$ cat config.mk
export PLATFORM = sky130hd
export DESIGN_NAME = regfile_wb_scheduler
export DESIGN_NICKNAME = d
export VERILOG_FILES = /design/src/rtl/regfile_wb_scheduler.sv
export SDC_FILE = /design/constraint.sdc
export NUM_CORES = 1
export LEC_CHECK = 0
export ABC_CLOCK_PERIOD_IN_PS = 3800
export BUFFER_PORTS_ARGS = -buffer_cell sky130_fd_sc_hd__buf_2
export CAP_MARGIN = 20
export CORE_UTILIZATION = 45
export CTS_BUF_LIST = sky130_fd_sc_hd__clkbuf_4 sky130_fd_sc_hd__clkbuf_8
export DETAILED_ROUTE_END_ITERATION = 8
export HOLD_SLACK_MARGIN = 0.03
export PLACE_DENSITY = 0.83
export SLEW_MARGIN = 10
export SYNTH_ARGS = -nofsm -noshare
export SYNTH_HDL_FRONTEND = slang
export SYNTH_SLANG_ARGS = --single-unit
$ cat constraint.sdc
create_clock -name Clk -period 3.8 [get_ports Clk]
set_input_delay 0.19 -clock Clk [delete_from_list [all_inputs] [get_ports Clk]]
set_output_delay 0.19 -clock Clk [all_outputs]
set_load 0.01 [all_outputs]
$ cat src/rtl/regfile_wb_scheduler.sv
// Round-robin write-back arbiter (ALU vs MEM) feeding the register-file write port, plus a destination scoreboard.
// Latency: accepted write-back drives RegWr/RW/BusW next cycle; its pending bit clears one cycle after that.
// Backpressure: losing source sees Ready low and holds; issue to a pending destination is refused via IssueStall.
module regfile_wb_scheduler #(
    parameter int DATA_W = 64,
    parameter int ADDR_W = 5
) (
    input  logic              Clk,
    input  logic              Reset,
    input  logic              IssueValid,
    input  logic [ADDR_W-1:0] IssueRd,
    output logic              IssueStall,
    input  logic [ADDR_W-1:0] RA,
    input  logic [ADDR_W-1:0] RB,
    output logic              HazardA,
    output logic              HazardB,
    input  logic              AluValid,
    input  logic [ADDR_W-1:0] AluRd,
    input  logic [DATA_W-1:0] AluData,
    output logic              AluReady,
    input  logic              MemValid,
    input  logic [ADDR_W-1:0] MemRd,
    input  logic [DATA_W-1:0] MemData,
    output logic              MemReady,
    output logic              RegWr,
    output logic [ADDR_W-1:0] RW,
    output logic [DATA_W-1:0] BusW,
    output logic              WbOrphan
);
    localparam int NREG = 2 ** ADDR_W;
    localparam logic [ADDR_W-1:0] ZERO_REG = '1;

    typedef struct packed {
        logic [ADDR_W-1:0] rd;
        logic [DATA_W-1:0] data;
    } wbReq_t;

    typedef enum logic {
        RR_ALU = 1'b0,
        RR_MEM = 1'b1
    } rrState_t;

    rrState_t        rrState;
    rrState_t        rrNext;
    logic            aluGnt;
    logic            memGnt;
    logic            xfer;
    logic            orphanHit;
    logic            issueOk;
    wbReq_t          selReq;
    logic [NREG-1:0] pending;
    logic [NREG-1:0] pendingSet;
    logic [NREG-1:0] pendingClr;
    logic [NREG-1:0] pendingNext;

    always_ff @(posedge Clk) begin
        if (Reset) begin
            rrState <= RR_MEM;
        end else begin
            rrState <= rrNext;
        end
    end

    // Grant and pointer advance; everything is masked during reset so in-flight requests are dropped.
    always_comb begin
        aluGnt = 1'b0;
        memGnt = 1'b0;
        rrNext = rrState;
        if (!Reset) begin
            if (AluValid && MemValid) begin
                aluGnt = (rrState == RR_ALU);
                memGnt = (rrState == RR_MEM);
            end else begin
                aluGnt = AluValid;
                memGnt = MemValid;
            end
        end
        if (aluGnt) begin
            rrNext = RR_MEM;
        end else if (memGnt) begin
            rrNext = RR_ALU;
        end
    end

    assign AluReady = aluGnt;
    assign MemReady = memGnt;
    assign xfer     = aluGnt | memGnt;

    always_comb begin
        selReq.rd   = AluRd;
        selReq.data = AluData;
        if (memGnt) begin
            selReq.rd   = MemRd;
            selReq.data = MemData;
        end
    end

    assign IssueStall = !Reset && IssueValid && pending[IssueRd];
    assign issueOk    = !Reset && IssueValid && !IssueStall && (IssueRd != ZERO_REG);
    assign HazardA    = !Reset && pending[RA];
    assign HazardB    = !Reset && pending[RB];
    assign orphanHit  = xfer && (selReq.rd != ZERO_REG) && !pending[selReq.rd];

    // Clear follows the registered write port, so the bit drops only once the file holds the value.
    always_comb begin
        pendingSet = '0;
        pendingClr = '0;
        if (issueOk) begin
            pendingSet[IssueRd] = 1'b1;
        end
        if (RegWr) begin
            pendingClr[RW] = 1'b1;
        end
        pendingNext           = (pending & ~pendingClr) | pendingSet;
        pendingNext[ZERO_REG] = 1'b0;
    end

    always_ff @(posedge Clk) begin
        if (Reset) begin
            pending <= '0;
        end else begin
            pending <= pendingNext;
        end
    end

    always_ff @(posedge Clk) begin
        if (Reset) begin
            RegWr    <= 1'b0;
            RW       <= '1;
            BusW     <= '0;
            WbOrphan <= 1'b0;
        end else if (xfer) begin
            RegWr <= (selReq.rd != ZERO_REG);
            RW    <= selReq.rd;
            BusW  <= selReq.data;
            if (orphanHit) begin
                WbOrphan <= 1'b1;
            end
        end else begin
            RegWr <= 1'b0;
        end
    end

endmodule

# After elaboration in Yosys (flattened, before gate mapping)
# Cells that the tools add are included.
[totals]
regBits = 103
in_bits = 158
out_inout_bits = 76
elab_cells = 57
[op_classes]
n_lt_le_gt_ge = 7
n_eq_ne = 2
n_mux = 19
bitwise = 6
reduce_logical = 17
[op_table]
columns = ["cell", "n"]
rows = [
  ["$mux 69", 1],
  ["$mux 31", 2],
  ["$and 31x31->31", 1],
  ["$not 31->31", 1],
  ["$or 31x31->31", 1],
  ["$lt 5x6->1 const B", 5],
  ["$bmux 1 s5", 4],
  ["$logic_and 1x1->1", 11],
  ["$demux 1 s5", 2],
  ["$ge 5x1->1 const B", 2],
  ["$mux 1", 10],
  ["$ne 5x5->1 const B", 2],
  ["$reduce_or 2->1", 2],
  ["$logic_not 1->1", 3],
  ["$not 1->1", 2],
  ["$reduce_and 2->1", 1],
  ["$or 1x1->1", 1],
]

# Longest topological paths before layout
# Gate-level depths: netlist (run 1).
[depth]
ltp_word = 9
ltp_mapped = 8
mapped_depth_nobuf = 8

# Worst setup path before layout (run 1)
# OpenSTA, ideal clock, no wires.
[synth_path]
path_type = "input port to flip-flop"
start = "input IssueRd[0]"
end = "register pending[17]"
setup_ps = 70
arrival_ps = 2408
t_required_ps = 3730
slack_ps = 1321
stages = 7
n_path_buf = 1
cell_sequence = "buf_2 -> mux4_2 -> a221o_1 -> or4b_4 -> nor4b_4 -> nand2_1 -> a21oi_1"
[synth_between]
elab_chain_len = 8
word_cells_on_any_way = 14
cone_classes = "order compare: 2; eq/ne: 1; mux: 5; bitwise: 1; reduce/logical: 5"
[synth_lines]
columns = ["element", "line_no", "source"]
rows = [
  ["from (decl)", "11", "input logic [ADDR_W-1:0] IssueRd,"],
  ["branches (longest 6 deep; another with $lt 5x6->1)", "n/a", ""],
  ["$mux 31 *", "108", "if (issueOk) begin"],
  ["$or 31x31->31 *", "114", "pendingNext = (pending & ~pendingClr) | pendingSet;"],
  ["to (signal assigned)", "122", "pending <= pendingNext;"],
  ["to (decl)", "51", "logic [NREG-1:0] pending;"],
]
# Every way passes the cells marked *. The select of a mux whose other input is x is not followed.
# A chain may end at the register's enable or synchronous reset.

# Final worst setup path (run 1)
[layout_path]
start = "register pending[18]"
end = "register pending[29]"
[layout_between]
elab_chain_len = 8
[layout_lines]
columns = ["element", "line_no", "source"]
rows = [
  ["$bmux 1 s5", "98", "assign IssueStall = !Reset && IssueValid && pending[IssueRd];"],
  ["$mux 1 (not written as such)", "98", ""],
  ["$logic_and 1x1->1", "98", ""],
  ["$logic_not 1->1", "99", "assign issueOk = !Reset && IssueValid && !IssueStall && (IssueRd != ZERO_REG);"],
  ["$logic_and 1x1->1 (2 in a row)", "99", ""],
  ["$mux 31", "108", ""],
  ["$or 31x31->31", "114", ""],
]
# Every way passes these cells. The select of a mux whose other input is x is not followed.

==> summary.txt, run 1 <==
Synth cell types: 45
Worst min path class: input pin to register
CP max stage delay: 560 ps
Ys flop type: dfxtp_1
Final Critical Period: 2841 ps
Worst setup path class: register to register
Worst Tran Pin Value: 731.2 ps
Yosys top cell by area: dfxtp_1
CTS tree: built
Final HPWL DP: 13950 um
Core area: 12060 um^2
Routed WL: 19090 um
Syn. warnings: 0
Buffers on Ports: 233
Largest net degree at the start of global routing: 129
Clock buffer depth: 2
First-pass GRT wire length: 29500 um
Area growth, synth to finish: 25.56%
Slew Limit Fails: 0
Drt first pass iters: 5
Critical Path RT: 4110 ps
Worst r2r src: pending[18]$_SDFF_PP0_
R2R cell count: 7
Status: finished clean
WL met1: 7207 um
Register area share after synthesis: 36.98%
Post-CTS resize count: 0
GRT Total Usage: 29.65%
Worst-path cell chain: mux4_2 > a22o_1 > a221o_1 > or4b_4 > nor4b_4 > nand2_1 > a21oi_1
FP Rows: 40
Hold EP: BusW[54]$_SDFFE_PP0N_
Slew margin rel.: 51.25%
CP Max Fanout: 8
Startpoint types: register
Postcts setup bufs: 0
Layout cell share with drive strength beyond 1: 34.56%
Clock skew: 15.97 ps
Initial drt markers: 592
Max Clk Rate: 0.3519 GHz
Final-stage net count: 1024
Worst EP arrival: 3150 ps
Number of global-route vias before repair: 5680
Count leader, synth: nand2_1
TNS Setup: 0 ps
CP bufs+invs: 0
Setup violators final: 0
Top Metal Used: met4
Async S/R FF share, synth: 0%
Die Y: 113.3 um
Synth area leaders: dfxtp_1, nand2_1, mux4_2
Die area: 12840 um^2
R2r setup slk: 960 ps
Critical Path Sink Type: register
Register area: 2062 um^2
Final period util: 74.77%
Clock Sinks: 103
Clock-pin slew on the worst setup and hold paths: 100 ps
RePlAce Congestion: 0.9375
CTS Hold Bufs: 0
CP max stage cell: or4b_4
Final hold slack: 52.21 ps
#FFs+latches synth: 103
Fin. Hold Viols: 0
H-tree depth: 3
Clock latency on the worst-skew pair: 390 ps
Syn Inst Count: 671
Area occupied by multi-input gates: 3301 um^2
Met3 WL: 2036 um
Critical path's top delay family: simple AND/OR/NAND/NOR gates
Starting Density: 46.22%
Root Driver: clkbuf_8
Via count: 6105
Post-synth top cells: nand2_1, dfxtp_1, nor2_1
Hold Path Cell Cnt: 3
Routed wl met2: 9269 um
GR Overflow Total: 0
WL/cell: 18.36 um
Worst reg2reg path endpoint: pending[29]$_SDFF_PP0_
Ports: 234
Die width: 113.3 um
Vias per cell: 5.870
TritonCTS buffer count: 9
EDFF count, synth: 0
Yosys top cell area share: 36.98%
Layout filler cell count: 1114
Max-cap viol count: 0
Antenna-violating nets left: 0
RSZ-0062 raised after global routing: no
Worst Min Path Start: MemData[54]
Leak pwr: 3.027 nW
Post-synth net total: 829
Max rail drop VDD: 0.2489 mV
Mapped Avg Cell Area: 8.309 um^2
Post-synthesis cell area: 5575 um^2
Pwr dens: 336.5 nW/um^2
Residual DRC: 0
Antenna violations before repair: 1
-- metal layers --
| layer | track usage, % | vias up |
|---|---|---|
| li1 | - | 2851 |
| met1 | 36.32 | 2835 |
| met2 | 48.96 | 369 |
| met3 | 7.231 | 50 |
| met4 | 14.30 | 0 |
| met5 | 0 | - |
-- through the flow --
step,cell area (um^2),std cells,setup WS (ps),power [mW],util (%)
global route,7000,1040,891.3,2.465,58.04
global placement,6804,1022,822.7,1.688,56.41
floorplan,5575,671,1321,1.480,-
finish,7000,1040,958.7,2.356,58.04
CTS,6993,1038,1006,2.360,57.98
detailed placement,6804,1022,810.3,1.697,56.41
-- cell usage in the layout, fill, tap and decap left out, types with 4 or more instances in the layout --
cell	n
buf_2	234
nand2_1	164
dfxtp_1	103
nor2_1	80
a311oi_1	65
o21ai_0	34
mux4_2	27
a21oi_1	22
o211ai_1	22
mux2i_1	14
clkbuf_8	11
nand3b_1	8
nand3_1	6
nand2b_1	5
o22ai_1	5
or3b_2	5
mux2_2	5
nor3b_1	4
a211o_1	4
buf_4	4
-- where the power goes --
group	internal, mW	switching (mW)	total, mW
logic	0.205	0.284	0.489
clock network	0.283	0.393	0.676
registers	1.14	0.0478	1.19
-- layout make-up --
| type | instances | area share (%) |
|---|---|---|
| clock buffers | 12 | 2.270 |
| well taps | 168 | 3.003 |
| diodes | 1 | 0.03575 |
| multi-input cells | 509 | 47.15 |
| repair buffers | 239 | 17.44 |
| inverters | 4 | 0.2145 |
| flip-flops and latches | 103 | 29.45 |
| clock inverters | 4 | 0.4290 |
-- logic make-up after synthesis --
| family | after synthesis | synth area share [%] |
|---|---|---|
| mux | 46 | 14.43 |
| buf+inv | 59 | 3.995 |
| simple gates | 298 | 23.45 |
| flops | 103 | 36.98 |
| compound gates | 165 | 21.14 |
-- flip-flops by register name, indices dropped and copies added (netlist names) --
register  flops
pending      31
WbOrphan      1
BusW         64
RW            5
RegWr         1
rrState       1
-- how the worst max path moves through the flow --
| stage | start | slack [ps] | endpoint | cells past startpoint |
|---|---|---|---|---|
| after floorplan | IssueRd[0] | 1320 | pending[17]$_SDFF_PP0_ | 7 |
| after global placement | IssueRd[0] | 820 | pending[1]$_SDFF_PP0_ | 8 |
| after detailed placement | IssueRd[0] | 810 | pending[29]$_SDFF_PP0_ | 8 |
| after CTS | pending[19]$_SDFF_PP0_ | 1010 | pending[29]$_SDFF_PP0_ | 7 |
| after global routing | pending[19]$_SDFF_PP0_ | 890 | pending[4]$_SDFF_PP0_ | 7 |
| final | pending[18]$_SDFF_PP0_ | 960 | pending[29]$_SDFF_PP0_ | 7 |
-- worst min-delay path, stage by stage --
cell,delay [ps]
buf_2,90
nand2_1,40
a311oi_1,70
No activity file was read; power rests on OpenSTA's default activity.
==> inputs of run 2 (changes only) <==
--- a/config.mk
+++ b/config.mk
@@ -5,14 +5,15 @@
 export SDC_FILE = /design/constraint.sdc
 export NUM_CORES = 1
 export LEC_CHECK = 0
-export ABC_CLOCK_PERIOD_IN_PS = 3800
+export ABC_AREA = 1
+export ABC_CLOCK_PERIOD_IN_PS = 2700
 export BUFFER_PORTS_ARGS = -buffer_cell sky130_fd_sc_hd__buf_2
 export CAP_MARGIN = 20
 export CORE_UTILIZATION = 45
 export CTS_BUF_LIST = sky130_fd_sc_hd__clkbuf_4 sky130_fd_sc_hd__clkbuf_8
 export DETAILED_ROUTE_END_ITERATION = 8
 export HOLD_SLACK_MARGIN = 0.03
-export PLACE_DENSITY = 0.83
+export PLACE_DENSITY = 0.81
 export SLEW_MARGIN = 10
 export SYNTH_ARGS = -nofsm -noshare
 export SYNTH_HDL_FRONTEND = slang
==> constraint.sdc (replaced) <==
create_clock -name Clk -period 2.7 [get_ports Clk]
set_input_delay 0.135 -clock Clk [delete_from_list [all_inputs] [get_ports Clk]]
set_output_delay 0.135 -clock Clk [all_outputs]
set_load 0.01 [all_outputs]
==> run 2 against run 1 <==
Clock power up 35%; utilization decreased by 1.6 points; global-route usage barely moved; power up 47%; area after synthesis up 12%; combinational power grew 75%; flip-flop and latch count did not move; critical endpoint is now WbOrphan$_SDFFE_PP0P_.
==> summary.txt, run 2 <==
CP Max Fanout: 66
PnR worst setup slack: 493.4 ps
R2R cell count: 16
Layout cell share with drive strength beyond 1: 25.46%
#FFs+latches synth: 103
WL/cell: 16.32 um
Post-synth top cells: nor2_1, inv_1, o21ai_0
Setup violators final: 0
Final Critical Period: 2207 ps
Worst-path cell chain: dlygate4sd3_1 > buf_2 > inv_2 > nor2_4 > nand2_4 > inv_2 > buf_12 > nand2_1 > nand2_2 > nand3_1 > nand2_1 > nand2_1 > nand2_1 > inv_1 > nand2_1 > nand2_1 > nand3_2 > a21oi_2
Core area: 13400 um^2
Synth cell types: 33
GR Overflow Total: 0
Pwr Total: 3.472 mW
Final period util: 81.73%
Die width: 119.8 um
Status: finished clean
Count leader, synth: nor2_1
Die area: 14350 um^2
FP Rows: 42
Die Y: 119.8 um
Antenna-violating nets left: 0
Placed cells: 1303
Yosys top cell area share: 33.03%
Ys flop type: dfxtp_1
Slew margin rel.: 52.25%
Fin. Hold Viols: 0
Initial drt markers: 695
CP max stage cell: dlygate4sd3_1
Leak pwr: 3.715 nW
First-pass GRT wire length: 33300 um
Final cell count without fillers: 1319
Clock share of power: 26.3%
Clock buffer depth: 2
Commonest cells after routing, fill and taps aside: buf_2, nor2_1, inv_1
Largest net degree at the start of global routing: 68
R2r setup slk: 550 ps
Critical Path RT: 2970 ps
Starting Density: 46.59%
Root Driver: clkbuf_8
Max reg flops: 64
Post-CTS resize count: 0
Syn Inst Count: 941
Vias per cell: 5.550
Number of diodes: 0
Final HPWL DP: 15900 um
Buffers on Ports: 233
Mapped Avg Cell Area: 6.635 um^2
Worst reg2reg path endpoint: WbOrphan$_SDFFE_PP0P_
CTS tree: built
Pre-CTS WS: 557.2 ps
Antenna violations before repair: 0
EDFF count, synth: 0
Worst setup path class: input pin to register
Synth area leaders: dfxtp_1, o21ai_0, nor2_1
Residual DRC: 0
Clock-pin slew on the worst setup and hold paths: 100 ps
Slew Limit Fails: 0
RePlAce Congestion: 0.9792
Async S/R FF share, synth: 0%
Critical Path Sink Type: register
Switch Pwr: 1.138 mW
Register share of total power: 49.0%
Clock Sinks: 103
Stages on worst setup path: 18
TritonCTS buffer count: 9
Pwr dens: 459.3 nW/um^2
Sw frac: 32.77%
Startpoint types: input pin
Syn. warnings: 0
CTS Hold Bufs: 1
Commonest non-fill, non-tap cell in the layout: buf_2
Largest regs: BusW (64), pending (31), RW (5)
Postcts setup bufs: 0
Max rail drop VDD: 0.4489 mV
Max-cap viol count: 0
Clock latency on the worst-skew pair: 380 ps
Number of global-route vias before repair: 6438
Max Clk Rate: 0.4532 GHz
Most used cell, CP: nand2_1
Worst Tran Pin Value: 716.3 ps
Final hold slack: 115.5 ps
Routed WL: 21530 um
RSZ-0062 raised after global routing: no
Yosys top cell by area: dfxtp_1
Crit path from: MemValid
Worst min path class: input pin to register
CP bufs+invs: 6
Post-synth net total: 1099
Via count: 7320
Final-stage net count: 1297
Drt first pass iters: 8
Clock skew: 13.06 ps
Worst EP arrival: 2480 ps
Biggest register: BusW
TNS Setup: 0 ps
Ports: 234
Critical path's top delay family: buffers and inverters
H-tree depth: 3
GRT Total Usage: 29.63%
CP max stage delay: 520 ps
Gate power share: 24.7%
Worst r2r src: rrState$_SDFFE_PP1N_
Worst setup path endpoint: WbOrphan$_SDFFE_PP0P_
Area growth, synth to finish: 21.06%
P_int: 2.334 mW
Post-synthesis cell area: 6243 um^2
Register area share after synthesis: 33.03%
run 2: changes by cell type after synthesis, sizes merged, moves of 27 or more:
| cell | before | now |
|---|---|---|
| a21oi | 22 | 72 |
| a311oi | 65 | 0 |
| buf | 9 | 42 |
| clkbuf | 46 | 18 |
| inv | 3 | 134 |
| mux4 | 27 | 0 |
| nand2 | 165 | 66 |
| nand3 | 6 | 58 |
| nand4 | 2 | 31 |
| nor2 | 81 | 169 |
| o211ai | 22 | 68 |
| o21ai | 36 | 148 |
run 2: cell type report:
cell class	count	area, um^2
clock buffers	12	152.6
clock inverters	3	20.02
fillers	1346	5842
inverters	135	508.0
multi-input cells	642	3264
flip-flops and latches	103	2062
well taps	176	220.2
repair buffers	248	1331
run 2: per-stage QoR:
stage	area, um^2	util [%]
after CTS	7559	56.41
final	7559	56.41
after floorplan	6243	-
after global routing	7559	56.41
after detailed placement	7376	55.04
after global placement	7376	55.04
run 2: per-layer routing:
metal,vias up,track usage [%],part of all wire (%)
met5,-,0,0
met4,0,12.27,3.2
met2,382,45.92,45
met3,59,6.464,9.4
li1,3579,-,-
met1,3300,39.67,42
run 2: cell families after synthesis:
kind of cell | after synthesis | share of synthesized area, %
buffers and inverters | 196 | 14.79
AND/OR/NAND/NOR | 333 | 23.81
AO/OA/AOI/OAI | 309 | 28.38
flip-flops | 103 | 33.03
run 2: worst min path at each step:
stage                           start               endpoint  slack (ps)  depth (start not counted)
after global routing      AluData[52]  BusW[52]$_SDFFE_PP0N_         130                          5
after global placement       MemValid   rrState$_SDFFE_PP1N_         400                          2
after detailed placement     MemValid   rrState$_SDFFE_PP1N_         420                          2
after CTS                 AluData[52]  BusW[52]$_SDFFE_PP0N_         100                          5
after floorplan              MemValid   rrState$_SDFFE_PP1N_         260                          1
final                     AluData[52]  BusW[52]$_SDFFE_PP0N_         120                          5
run 2: power by group through the flow:
stage / Combinational [mW] / Sequential [mW] / Clock (mW)
final: 0.858 / 1.70 / 0.914
after global routing: 0.952 / 1.71 / 0.977
after CTS: 0.853 / 1.70 / 0.926
after detailed placement: 0.851 / 1.73 / 0
after global placement: 0.838 / 1.73 / 0
after floorplan: 0.469 / 1.77 / 0
run 2: worst reg2reg max path: stages, from the launching register on:
cell and delay [ps]:
dfxtp_1 340, inv_1 60, nand2_2 160, nand2_4 230
inv_2 160, buf_12 280, nand2_1 120, nand2_2 130
nand3_1 90, nand2_1 70, nand2_1 50, nand2_1 60
inv_1 30, nand2_1 70, nand2_1 60, nand3_2 60
a21oi_2 50
==> inputs of run 3 (changes only) <==
--- a/config.mk
+++ b/config.mk
@@ -5,15 +5,15 @@
 export SDC_FILE = /design/constraint.sdc
 export NUM_CORES = 1
 export LEC_CHECK = 0
-export ABC_AREA = 1
-export ABC_CLOCK_PERIOD_IN_PS = 2700
+export ABC_AREA = 0
+export ABC_CLOCK_PERIOD_IN_PS = 2200
 export BUFFER_PORTS_ARGS = -buffer_cell sky130_fd_sc_hd__buf_2
 export CAP_MARGIN = 20
 export CORE_UTILIZATION = 45
 export CTS_BUF_LIST = sky130_fd_sc_hd__clkbuf_4 sky130_fd_sc_hd__clkbuf_8
 export DETAILED_ROUTE_END_ITERATION = 8
 export HOLD_SLACK_MARGIN = 0.03
-export PLACE_DENSITY = 0.81
+export PLACE_DENSITY = 0.83
 export SLEW_MARGIN = 10
 export SYNTH_ARGS = -nofsm -noshare
 export SYNTH_HDL_FRONTEND = slang
==> constraint.sdc (replaced) <==
create_clock -name Clk -period 2.2 [get_ports Clk]
set_input_delay 0.11 -clock Clk [delete_from_list [all_inputs] [get_ports Clk]]
set_output_delay 0.11 -clock Clk [all_outputs]
set_load 0.01 [all_outputs]
==> run 3 against run 2 <==
The flow now finishes with violations (negative setup slack); critical path depth down 10; die area decreased by 11%; hold slack got worse by 76 ps; register-to-register slack lost 1000 ps; power rose by 30%; final area grew 18%; first-iteration DRC count grew 44%; cell count down 7.1%; flip-flop and latch count unchanged; combinational power up 39%; non-clock buffer count is 174 higher; setup slack got worse by 980 ps; largest cell class unchanged.
==> summary.txt, run 3 (same netlist as run 1, synthesis figures left out) <==
Max-cap viol count: 0
H-tree depth: 3
Failing checks: negative setup slack
Startpoint types: register
Top Metal Used: met5
Layout cell share with drive strength beyond 1: 36.72%
PnR worst setup slack: -490.2 ps
Setup violators final: 33
Worst setup path class: register to register
Register area: 2076 um^2
Residual DRC: 0
Starting Density: 46.22%
Buffers on Ports: 233
Die width: 113.3 um
Worst Tran Pin Value: 591.4 ps
Ports: 234
Biggest register: BusW
Clock Sinks: 103
TritonCTS buffer count: 9
Critical Path Sink Type: register
Slew margin rel.: 60.57%
RePlAce Congestion: 0.9132
First-pass GRT wire length: 39440 um
Worst min path class: input pin to register
Antenna-violating nets left: 0
WL met1: 8820 um
Clock buffer depth: 2
FP Rows: 40
GR Overflow Total: 0
Leak pwr: 3.926 nW
Layout filler cell count: 769
Register share of total power: 45.8%
WL/cell: 21.31 um
Clock-pin slew on the worst setup and hold paths: 100 ps
Final Critical Period: 2690 ps
P_int: 3.109 mW
Final cell count without fillers: 1225
Die area: 12840 um^2
Largest net degree at the start of global routing: 66
Area growth, synth to finish: 60.03%
Vias per cell: 6.291
Commonest cells after routing, fill and taps aside: buf_2, nand2_1, dlygate4sd3_1
Largest regs: BusW (64), pending (31), RW (5)
Commonest non-fill, non-tap cell in the layout: buf_2
Pwr Total: 4.521 mW
CTS tree: built
Clock share of power: 27.8%
Critical Path RT: 2510 ps
Final-stage net count: 1207
Number of global-route vias before repair: 7555
Sw frac: 31.23%
RSZ-0062 raised after global routing: yes
GRT Total Usage: 39.89%
Root Driver: clkbuf_8
Core area: 12060 um^2
Routed WL: 26100 um
Clock skew: 16.83 ps
Antenna violations before repair: 5
Max Clk Rate: 0.3717 GHz
Final period util: 122.3%
Final HPWL DP: 14180 um
Status: finished with violations
Slew Limit Fails: 0
Max reg flops: 64
Routed wl met2: 11940 um
Initial drt markers: 1000
Drt first pass iters: 8
Die Y: 113.3 um
Pwr dens: 506.7 nW/um^2
CP Max Fanout: 5
Placed cells: 1078
Clock latency on the worst-skew pair: 380 ps
Via count: 7707
Max rail drop VDD: 0.4322 mV
Met3 WL: 3092 um
Worst EP arrival: 3000 ps
Switch Pwr: 1.412 mW
Area occupied by multi-input gates: 3401 um^2
Fin. Hold Viols: 0
Gate power share: 26.4%
-- run 3: cell count changes in the layout (fill, tap and decap cells not counted), sizes merged, moves of 8 or more --
cell and change:
dlygate4sd3 +125, mux4 +27, a311oi +65, o22ai -8, nand2 +99, nand3 -52, mux2i +14, o211ai -46
nor2 -88, o21ai -112, buf +49, nand4 -29, inv -131, a21oi -50
-- run 3: worst max-delay path, stage by stage (launching register included) --
cell	delay, ps
dfxtp_2	330
mux4_2	480
a22o_1	220
a221o_1	300
or4b_4	550
nor4b_4	320
buf_4	200
nand2_4	50
a21oi_2	160
-- run 3: path summary, 6_finish.rpt --
kind	from	to	depth (start not counted)	slack, ps
min reg2reg	BusW[44]$_SDFFE_PP0N_	BusW[44]$_SDFFE_PP0N_	2	500
max reg2reg	pending[19]$_SDFF_PP0_	pending[9]$_SDFF_PP0_	8	-490
max	pending[19]$_SDFF_PP0_	pending[9]$_SDFF_PP0_	8	-490
min	AluData[54]	BusW[54]$_SDFFE_PP0N_	3	40
-- run 3: area by class of cell --
cell class / count / share of cell area [%]
inverter: 4 / 0.1963
multi-input combinational: 509 / 38.12
clock inverter: 5 / 0.6451
clock buffer: 11 / 1.627
tap: 168 / 2.356
timing repair buffer: 422 / 33.71
antenna: 3 / 0.08414
sequential: 103 / 23.26
-- run 3: repair_timing --
action | in CTS | in global routing
setup endpoints to repair | 33 | 53
setup buffers | 1 | 1
hold endpoints to repair | 64 | 0
gates cloned | 0 | 0
gates resized for setup | 21 | 41
pin swaps | 2 | 1
hold buffers | 126 | 0
-- run 3: per-stage QoR --
step / cell area [um^2] / setup TNS [ps] / util (%) / setup WS (ps) / hold WS, ps
after detailed placement: 7276 / -11750 / 60.32 / -476.9 / 379.6
after global placement: 7276 / -9570 / 60.32 / -366.5 / 373.9
after global routing: 8922 / -12980 / 73.97 / -507.5 / 55.30
after CTS: 8798 / -9940 / 72.95 / -382.8 / 33.80
final: 8922 / -11960 / 73.97 / -490.2 / 39.79
after floorplan: 5577 / -4112 / - / -212.4 / 269.0
-- run 3: metal layers --
metal	global-route usage, %	vias to the layer above
met5	0	-
met4	30.44	2
met3	11.73	257
met2	63.93	753
met1	44.88	3466
li1	-	3229
-- run 3: power by group through the flow --
stage	Combinational [mW]	Clock, mW	Sequential [mW]
detailed placement	0.901	0	2.09
finish	1.19	1.26	2.07
floorplan	0.432	0	2.12
CTS	1.09	1.25	2.05
global placement	0.890	0	2.09
global route	1.26	1.34	2.08
